## config.mk

```make
export PLATFORM = sky130hd
export DESIGN_NAME = sram_bank_bridge_flat
export DESIGN_NICKNAME = d
export VERILOG_FILES = /design/src/rtl/sram_bank_bridge_pkg.sv /design/src/rtl/sram_bank_bridge_if.sv /design/src/rtl/sram_bank_bridge_resp_pipe.sv /design/src/rtl/sram_bank_bridge.sv /design/src/flat_wrapper.sv
export SDC_FILE = /design/constraint.sdc
export NUM_CORES = 1
export LEC_CHECK = 0
export ABC_AREA = 1
export CORE_MARGIN = 10
export CORE_UTILIZATION = 39
export DETAILED_ROUTE_END_ITERATION = 10
export PLACE_DENSITY = 0.92
export SKIP_LAST_GASP = 1
export SLEW_MARGIN = 20
export SYNTH_ARGS = -nofsm -noshare
export SYNTH_HDL_FRONTEND = slang
export SYNTH_SLANG_ARGS = --single-unit
```

## constraint.sdc

```tcl
create_clock -name clk -period 3 [get_ports clk]
set_input_delay 0.45 -clock clk [delete_from_list [all_inputs] [get_ports clk]]
set_output_delay 0.45 -clock clk [all_outputs]
set_load 0.005 [all_outputs]
```

## src/rtl/sram_bank_bridge_pkg.sv

```systemverilog
// Shared types and limits for the crossbar-slave to single-port SRAM bridge.
package sram_bridge_pkg;

    typedef enum logic [1:0] {
        ACTIVE = 2'd0,
        SLEEP  = 2'd1,
        WAKE   = 2'd2
    } pwr_state_t;

    localparam int MAX_READ_LATENCY = 4;
    localparam int MAX_WAKE_CYCLES  = 15;
    localparam int WAKE_CNT_WIDTH   = 4;

    typedef struct packed {
        logic valid;
        logic is_read;
    } resp_token_t;

    // Idle counter must hold 0..IDLE_CYCLES; keep at least one bit when sleep is disabled.
    function automatic int idle_cnt_width(input int idle_cycles);
        return (idle_cycles < 1) ? 1 : $clog2(idle_cycles + 1);
    endfunction

endpackage

```

## src/rtl/sram_bank_bridge_if.sv

```systemverilog
// Interconnect slave-side req/gnt/rvalid bus as seen by one SRAM bank bridge.
interface sram_bank_bridge_if #(
    parameter int DATA_WIDTH = 32,
    parameter int ADDR_WIDTH = 10
);
    logic                      slave_data_req_i;
    logic [ADDR_WIDTH-1:0]     slave_data_addr_i;
    logic                      slave_data_we_i;
    logic [DATA_WIDTH/8-1:0]   slave_data_be_i;
    logic [DATA_WIDTH-1:0]     slave_data_wdata_i;
    logic                      slave_data_gnt_o;
    logic                      slave_data_rvalid_o;
    logic [DATA_WIDTH-1:0]     slave_data_rdata_o;

    modport master (
        output slave_data_req_i, slave_data_addr_i, slave_data_we_i,
               slave_data_be_i, slave_data_wdata_i,
        input  slave_data_gnt_o, slave_data_rvalid_o, slave_data_rdata_o
    );

    modport slave (
        input  slave_data_req_i, slave_data_addr_i, slave_data_we_i,
               slave_data_be_i, slave_data_wdata_i,
        output slave_data_gnt_o, slave_data_rvalid_o, slave_data_rdata_o
    );
endinterface

```

## src/rtl/sram_bank_bridge_resp_pipe.sv

```systemverilog
// Fixed-depth response token shift register; head appears DEPTH cycles after push.
module sram_resp_pipe
    import sram_bridge_pkg::*;
#(
    parameter int DEPTH = 1
) (
    input  logic        clk,
    input  logic        reset_n,
    input  resp_token_t push_i,
    output resp_token_t head_o,
    output logic        empty_o
);
    resp_token_t [DEPTH-1:0] stage_q;
    resp_token_t [DEPTH-1:0] stage_d;
    logic        [DEPTH-1:0] valid_vec;

    always_comb begin
        stage_d    = stage_q;
        stage_d[0] = push_i;
        for (int i = 1; i < DEPTH; i++) begin
            stage_d[i] = stage_q[i-1];
        end
    end

    // Reset flushes every in-flight token so no stale response escapes after release.
    always_ff @(posedge clk or negedge reset_n) begin
        if (!reset_n) begin
            stage_q <= '0;
        end else begin
            stage_q <= stage_d;
        end
    end

    for (genvar gi = 0; gi < DEPTH; gi++) begin : g_valid
        assign valid_vec[gi] = stage_q[gi].valid;
    end

    assign head_o  = stage_q[DEPTH-1];
    assign empty_o = ~|valid_vec;

endmodule

```

## src/rtl/sram_bank_bridge.sv

```systemverilog
// Crossbar slave port to single-port SRAM macro bridge with idle sleep/wake control.
// Optional macro SRAM_BANK_BRIDGE_RDATA_REG_EN adds one registered response stage.
module sram_bank_bridge
    import sram_bridge_pkg::*;
#(
    parameter int DATA_WIDTH   = 32,
    parameter int ADDR_WIDTH   = 10,
    parameter int READ_LATENCY = 1,
    parameter int IDLE_CYCLES  = 16,
    parameter int WAKE_CYCLES  = 2
) (
    input  logic                      clk,
    input  logic                      reset_n,
    sram_bank_bridge_if.slave         bus,
    output logic                      sram_csb_o,
    output logic                      sram_web_o,
    output logic [DATA_WIDTH/8-1:0]   sram_wmask_o,
    output logic [ADDR_WIDTH-3:0]     sram_addr_o,
    output logic [DATA_WIDTH-1:0]     sram_din_o,
    input  logic [DATA_WIDTH-1:0]     sram_dout_i,
    output logic                      sram_sleep_o
);
    localparam int WORD_AW = ADDR_WIDTH - 2;
    localparam int IDLE_W  = idle_cnt_width(IDLE_CYCLES);
    localparam bit SLEEP_EN = (IDLE_CYCLES > 0);
    localparam logic [IDLE_W-1:0] IDLE_LAST =
        IDLE_W'((IDLE_CYCLES > 0) ? IDLE_CYCLES - 1 : 0);
    localparam logic [WAKE_CNT_WIDTH-1:0] WAKE_LAST = WAKE_CNT_WIDTH'(WAKE_CYCLES - 1);

    pwr_state_t                  state_q, state_d;
    logic [IDLE_W-1:0]           idle_cnt_q, idle_cnt_d;
    logic [WAKE_CNT_WIDTH-1:0]   wake_cnt_q, wake_cnt_d;
    logic [WORD_AW-1:0]          addr_q, addr_d;
    logic [DATA_WIDTH-1:0]       din_q, din_d;

    logic                        gnt;
    logic                        wr_gnt;
    logic                        bus_idle;
    logic                        pipe_empty;
    logic                        resp_empty;
    resp_token_t                 push_tok;
    resp_token_t                 head_tok;
    logic [DATA_WIDTH-1:0]       head_rdata;
    logic                        unused_addr_lsb;

    assign unused_addr_lsb = ^bus.slave_data_addr_i[1:0];

    // ---------------- state register ----------------
    always_ff @(posedge clk or negedge reset_n) begin
        if (!reset_n) begin
            state_q    <= ACTIVE;
            idle_cnt_q <= '0;
            wake_cnt_q <= '0;
            addr_q     <= '0;
            din_q      <= '0;
        end else begin
            state_q    <= state_d;
            idle_cnt_q <= idle_cnt_d;
            wake_cnt_q <= wake_cnt_d;
            addr_q     <= addr_d;
            din_q      <= din_d;
        end
    end

    assign bus_idle = ~bus.slave_data_req_i & resp_empty;

    // ---------------- next-state logic ----------------
    // A request in the threshold cycle makes bus_idle low, so the grant wins over sleep.
    always_comb begin
        state_d    = state_q;
        idle_cnt_d = '0;
        wake_cnt_d = '0;
        case (state_q)
            ACTIVE: begin
                if (SLEEP_EN && bus_idle) begin
                    if (idle_cnt_q == IDLE_LAST) begin
                        state_d    = SLEEP;
                        idle_cnt_d = idle_cnt_q;
                    end else begin
                        idle_cnt_d = idle_cnt_q + 1'b1;
                    end
                end
            end
            SLEEP: begin
                if (bus.slave_data_req_i) begin
                    state_d = WAKE;
                end
            end
            WAKE: begin
                if (wake_cnt_q == WAKE_LAST) begin
                    state_d = ACTIVE;
                end else begin
                    wake_cnt_d = wake_cnt_q + 1'b1;
                end
            end
            default: state_d = ACTIVE;
        endcase
    end

    // ---------------- output logic ----------------
    // Grant is qualified by reset_n so the macro stays deselected while reset is held.
    always_comb begin
        gnt              = reset_n & bus.slave_data_req_i & (state_q == ACTIVE);
        wr_gnt           = gnt & bus.slave_data_we_i;
        sram_sleep_o     = (state_q == SLEEP) & ~bus.slave_data_req_i;
        sram_csb_o       = ~gnt;
        sram_web_o       = ~wr_gnt;
        sram_wmask_o     = wr_gnt ? bus.slave_data_be_i : '0;
        addr_d           = gnt ? bus.slave_data_addr_i[ADDR_WIDTH-1:2] : addr_q;
        din_d            = gnt ? bus.slave_data_wdata_i : din_q;
        push_tok.valid   = gnt;
        push_tok.is_read = gnt & ~bus.slave_data_we_i;
    end

    assign bus.slave_data_gnt_o = gnt;
    assign sram_addr_o          = addr_d;
    assign sram_din_o           = din_d;

    sram_resp_pipe #(
        .DEPTH   (READ_LATENCY)
    ) u_resp_pipe (
        .clk     (clk),
        .reset_n (reset_n),
        .push_i  (push_tok),
        .head_o  (head_tok),
        .empty_o (pipe_empty)
    );

    // Writes still return a response, but with zero data rather than whatever dout holds.
    assign head_rdata = (head_tok.valid & head_tok.is_read) ? sram_dout_i : '0;

`ifdef SRAM_BANK_BRIDGE_RDATA_REG_EN
    logic                  rvalid_q, rvalid_d;
    logic [DATA_WIDTH-1:0] rdata_q, rdata_d;

    always_comb begin
        rvalid_d = head_tok.valid;
        rdata_d  = head_rdata;
    end

    always_ff @(posedge clk or negedge reset_n) begin
        if (!reset_n) begin
            rvalid_q <= 1'b0;
            rdata_q  <= '0;
        end else begin
            rvalid_q <= rvalid_d;
            rdata_q  <= rdata_d;
        end
    end

    assign resp_empty              = pipe_empty & ~rvalid_q;
    assign bus.slave_data_rvalid_o = rvalid_q;
    assign bus.slave_data_rdata_o  = rdata_q;
`else
    assign resp_empty              = pipe_empty;
    assign bus.slave_data_rvalid_o = head_tok.valid;
    assign bus.slave_data_rdata_o  = head_rdata;
`endif

endmodule

```

## src/flat_wrapper.sv

```systemverilog
// flat-port wrapper written by rule: the top's interface ports become plain ports
module sram_bank_bridge_flat import sram_bridge_pkg::*;
#(
    parameter int DATA_WIDTH   = 32,
    parameter int ADDR_WIDTH   = 10,
    parameter int READ_LATENCY = 1,
    parameter int IDLE_CYCLES  = 16,
    parameter int WAKE_CYCLES  = 2
)
  (clk, reset_n, sram_csb_o, sram_web_o, sram_wmask_o, sram_addr_o, sram_din_o, sram_dout_i, sram_sleep_o, bus_slave_data_req_i, bus_slave_data_addr_i, bus_slave_data_we_i, bus_slave_data_be_i, bus_slave_data_wdata_i, bus_slave_data_gnt_o, bus_slave_data_rvalid_o, bus_slave_data_rdata_o);
  sram_bank_bridge_if #(.DATA_WIDTH(DATA_WIDTH), .ADDR_WIDTH(ADDR_WIDTH)) bus_i ();
  input  logic clk;
  input  logic reset_n;
  output logic sram_csb_o;
  output logic sram_web_o;
  output logic [DATA_WIDTH/8-1:0] sram_wmask_o;
  output logic [ADDR_WIDTH-3:0] sram_addr_o;
  output logic [DATA_WIDTH-1:0] sram_din_o;
  input  logic [DATA_WIDTH-1:0] sram_dout_i;
  output logic sram_sleep_o;
  input wire logic [$bits(bus_i.slave_data_req_i)-1:0] bus_slave_data_req_i;
  input wire logic [$bits(bus_i.slave_data_addr_i)-1:0] bus_slave_data_addr_i;
  input wire logic [$bits(bus_i.slave_data_we_i)-1:0] bus_slave_data_we_i;
  input wire logic [$bits(bus_i.slave_data_be_i)-1:0] bus_slave_data_be_i;
  input wire logic [$bits(bus_i.slave_data_wdata_i)-1:0] bus_slave_data_wdata_i;
  output wire logic [$bits(bus_i.slave_data_gnt_o)-1:0] bus_slave_data_gnt_o;
  output wire logic [$bits(bus_i.slave_data_rvalid_o)-1:0] bus_slave_data_rvalid_o;
  output wire logic [$bits(bus_i.slave_data_rdata_o)-1:0] bus_slave_data_rdata_o;
  assign bus_i.slave_data_req_i = bus_slave_data_req_i;
  assign bus_i.slave_data_addr_i = bus_slave_data_addr_i;
  assign bus_i.slave_data_we_i = bus_slave_data_we_i;
  assign bus_i.slave_data_be_i = bus_slave_data_be_i;
  assign bus_i.slave_data_wdata_i = bus_slave_data_wdata_i;
  assign bus_slave_data_gnt_o = bus_i.slave_data_gnt_o;
  assign bus_slave_data_rvalid_o = bus_i.slave_data_rvalid_o;
  assign bus_slave_data_rdata_o = bus_i.slave_data_rdata_o;
  sram_bank_bridge #(.DATA_WIDTH(DATA_WIDTH), .ADDR_WIDTH(ADDR_WIDTH), .READ_LATENCY(READ_LATENCY), .IDLE_CYCLES(IDLE_CYCLES), .WAKE_CYCLES(WAKE_CYCLES)) u_core (.clk(clk), .reset_n(reset_n), .bus(bus_i), .sram_csb_o(sram_csb_o), .sram_web_o(sram_web_o), .sram_wmask_o(sram_wmask_o), .sram_addr_o(sram_addr_o), .sram_din_o(sram_din_o), .sram_dout_i(sram_dout_i), .sram_sleep_o(sram_sleep_o));
endmodule
```

* Word-level counts from Yosys, hierarchy flattened
Cells that the tools add are included.
** Word-level totals
- Word-level logic and storage cells :: 46
- Bits of input ports :: 82
- Register bits after elaboration :: 53
** Operators by class
- Muxes and demuxes :: 14
- Equality and inequality tests :: 9
- Reduce and logical (&&, ||, !) cells :: 3
- Bitwise operators :: 11
- $add $sub $neg :: 2
** Operator list (number)
- $mux 32 :: 2
- $mux 5 :: 3
- $mux 4 :: 3
- $mux 2 :: 4
- $mux 8 :: 1
- $and 1x1->1 :: 7
- $ne 2x1->1 const B :: 3
- $pmux 2 s3 :: 1
- $add 5x1->5 const B :: 1
- $eq 5x4->1 const B :: 1
- $add 4x1->4 const B :: 1
- $eq 4x1->1 const B :: 1
- $not 1->1 :: 4
- $reduce_and 4->1 :: 1
- $ne 3x3->1 const B :: 1
- $eq 2x1->1 const B :: 1
- $eq 2x2->1 const B :: 1
- $logic_not 2->1 :: 1
- $ne 2x2->1 const B :: 1
- $logic_not 1->1 :: 1

* Depth between registers and ports, before layout
- Depth in word-level cells :: 4
- Gate-level depth with buffers :: 9

* By module
From an unflattened synthesis, not the netlist that was laid out.
** Second synthesis, totals
- Cells, all modules :: 317
- Area total of the unflattened synthesis :: 2452.4 µm²
** Modules (own cells, without submodules)
- sram_bank_bridge :: cells each 313, area each 2391.0 µm², seq. area each 1276.2 µm², times used 1
- sram_resp_pipe :: cells each 4, area each 61.3 µm², seq. area each 50.0 µm², times used 1

* Worst setup path before layout
Ideal clock, no wire load.
- Path type :: flip-flop to output port
- Start :: reg u_core.state_q[0]
- End :: out sram_addr_o[0]
- Setup slack :: 1444 ps
- Path buffers :: 1
- Data required time :: 2550 ps
- Arrival time :: 1106 ps
- Cell stages (with the launch flop) :: 7
- Cell sequence :: dfrtp_1 -> nor2_4 -> nand3_4 -> clkinv_2 -> buf_6 -> nand2_1 -> nand2_1
** On the way
- Cells in the longest elaborated chain, start to end :: 3
** RTL lines
- from (decl) :: line sram_bank_bridge.sv:30 : pwr_state_t state_q, state_d;
- from (signal assigned) :: line sram_bank_bridge.sv:57 : state_q <= state_d;
- $logic_not 2->1 :: line sram_bank_bridge.sv:103 : gnt = reset_n & bus.slave_data_req_i & (state_q == ACTIVE);
- $and 1x1->1 :: line sram_bank_bridge.sv:103
- net bus_slave_data_gnt_o :: line flat_wrapper.sv:26 : output wire logic [$bits(bus_i.slave_data_gnt_o)-1:0] bus_slave_data_gnt_o;
- $mux 8 :: line sram_bank_bridge.sv:109 : addr_d = gnt ? bus.slave_data_addr_i[ADDR_WIDTH-1:2] : addr_q;
- to (decl) :: line flat_wrapper.sv:17 : output logic [ADDR_WIDTH-3:0] sram_addr_o;
The timed path passes the listed nets, and every way through them passes these cells.

* Final worst setup path
- Start :: in bus_slave_data_req_i
- End :: out sram_wmask_o[0]
** On the way
- Cells in the longest elaborated chain, start to end :: 4
** RTL lines
- from (decl) :: line flat_wrapper.sv:21 : input wire logic [$bits(bus_i.slave_data_req_i)-1:0] bus_slave_data_req_i;
- $and 1x1->1 (2 in series) :: line sram_bank_bridge.sv:103
- $and 1x1->1 :: line sram_bank_bridge.sv:104 : wr_gnt = gnt & bus.slave_data_we_i;
- $mux 4 :: line sram_bank_bridge.sv:108 : sram_wmask_o = wr_gnt ? bus.slave_data_be_i : '0;
- to (decl) :: line flat_wrapper.sv:16 : output logic [DATA_WIDTH/8-1:0] sram_wmask_o;
Every way passes these cells.

==> results.cfg <==
[run_status]
status = complete, no violations

[placed_design]
dp_hpwl_um = 6750
gp_congestion = 0.858
post-place-ws_ns = 0.321
io_buffers = 160
dp_cells = 547

[layout]
antenna_cells = 0
area_delta_synth_final_pct = 71.9
layout_commonest_cell = clkdlybuf4s50_1
instances_no_fill = 555
nets = 565
layout-drive-gt1-share_pct = 3.54
layout_common_cells = clkdlybuf4s50_1, nand2_1, dfrtp_1
nFillCells = 483

[setup_path]
crit_type = input port to output pin
cp_num_buf_inv = 4
r2r_cells = 9
end_kind = output pin
cp.required_ns = 2.55
path_common_cell = clkdlybuf4s50_1
start_kind = input port
startpoint = bus_slave_data_req_i
rr_startpoint = u_core.idle_cnt_q[0]
crit_cells = 7
cp.arrival_ns = 2.22
max_stage_delay_ns = 0.55
critPathSlowestCell = clkdlybuf4s50_1
cp_cell_sequence = clkdlybuf4s50_1 > nand3_4 > clkinv_2 > buf_4 > nand2_2 > nor2_1 > clkdlybuf4s50_1
crit_family = buffers and inverters
crit_fanout = 16

[clocking]
cts_tree = done
cts_buffer_depth = 2
cts.reportedPaths.clkPinSlew_ns = 0.08
postCtsSetupRepairBufs = 0
clkSinkCount = 53
clock_latency_ns = 0.30
cts_hold_buf = 0
cts_root_buf = clkbuf_8
h-tree-depth = 2
cts_buffers = 5
cts.repair.resized = 0

[global_routing]
met1_usage_pct = 15.7
grt_pass1_vias = 2630
grt_max_degree = 54
grt.busiest_layer = met2
antenna_found_initial = 0
grt_pass1_wl_um = 13200
met2_usage_pct = 30.8
met3_usage_pct = 6.78
gr-total-overflow = 0
track_usage_pct = 16.4

[timing]
setup_viol = 0
worstMarginPinSlew_ns = 0.644
period_share_pct = 89.1
whs_ns = 0.314
rsz0062_at_grt = false
tns_ns = 0
worst_slack_ns = 0.327
hold_viol_final = 0
timing.slew.headroom_pct = 57.0
min_period_ns = 2.67
skew_ns = 0.0102
fmax_mhz = 374
slew_viol_final = 0

[synth]
synth_area_per_cell_um2 = 7.72
synth_nets = 403
netlist_instances = 317
netlist_area_um2 = 2450
yosysTopAreaCellShare_pct = 54.2
synthTopCellsByArea = dfrtp_1, nand2_1, nor2_1
synth-warning-count = 0
synthDistinctLibCells = 17
ys_ff_latch = 53
synth_area_leader_cell = dfrtp_1
ys_seq_area_share_pct = 54.2

[pwr]
p_per_area_nw_per_um2 = 383
leakage_nw = 2.12
ir_drop_uv = 316

[drt]
wirelength_um = 8340
drc_errors = 0
first_pass_iters = 6
vias = 2504
drt_iter0_drc = 85
wl_per_cell_um = 15.0
ant_nets = 0
via_per_inst = 4.51

[die]
start_util_pct = 40.9
core_um2 = 5990
dieArea_um2 = 9840
die_w_um = 99.2
die-height_um = 99.2
rows = 28
boundaryPins = 163

[worst_hold_path]
hold_class = input port to async pin

[job]
cap_violations = 0
## final timing paths
check                           slack (ns)                   end
worst max-delay path                  0.33       sram_wmask_o[0]
worst min-delay path                  0.31  u_core.idle_cnt_q[4]
worst max register to register        1.40  u_core.idle_cnt_q[1]
worst min register to register        0.48       u_core.din_q[6]
max in group asynchronous             2.26      u_core.addr_q[5]
min in group clk                      0.48       u_core.din_q[6]
## per-stage QoR
stage / util, % / instance area, um2 / power (mW)
final: 70.2 / 4210 / 1.61
after global routing: 70.2 / 4210 / 1.70
after CTS: 70.2 / 4210 / 1.64
after detailed placement: 68.8 / 4120 / 1.25
after global placement: 68.8 / 4120 / 1.24
after floorplan: - / 2450 / 0.939
## cell families after synthesis
kind of cell	share of synthesized area, %
AND/OR/NAND/NOR	31.9
flip-flops	54.2
AO/OA/AOI/OAI	0.920
XOR/XNOR	0.716
buffers and inverters	10.2
adder cells (fa/ha/maj)	2.05
## cell usage after synthesis (all sizes together)
| cell type | instances |
|---|---|
| o31ai | 1 |
| nand4 | 6 |
| clkbuf | 6 |
| o21ai | 3 |
| nor2 | 49 |
| nand2 | 135 |
| nand3 | 6 |
| inv | 46 |
| ha | 4 |
| xnor2 | 2 |
| dfrtp | 53 |
| clkinv | 1 |
| buf | 5 |
## final cells by class
class / instances / area [um2] / share of cell area [%]
Inverter: 47 / 178 / 4.22
Clock inverter: 1 / 7.51 / 0.178
Multi-Input combinational cell: 206 / 871 / 20.7
Sequential cell: 53 / 1330 / 31.5
Tap cell: 75 / 93.8 / 2.23
Clock buffer: 7 / 76.3 / 1.81
Timing Repair Buffer: 166 / 1650 / 39.3
## state kept, by name, indices dropped and copies added, names as in the netlist
name	cells
u_core.din_q	32
u_core.addr_q	8
u_core.idle_cnt_q	5
u_core.wake_cnt_q	4
u_core.state_q	2
u_core.u_resp_pipe.head_o	1
u_core.u_resp_pipe.valid_vec	1
## layer usage
metal | routed length (um) | vias up
met4 | 161 | 0
met3 | 694 | 12
li1 | - | 1251
met1 | 2890 | 1159
met2 | 4590 | 82
met5 | 0 | -
## where the power goes
group	internal, mW	leakage [nW]	switching [mW]	total (mW)
sequential	0.783	0.673	0.0228	0.806
combinational	0.258	1.40	0.168	0.426
clock	0.165	0.0385	0.213	0.379
total	1.21	2.12	0.405	1.61
Power figures use the tool's default switching activity.
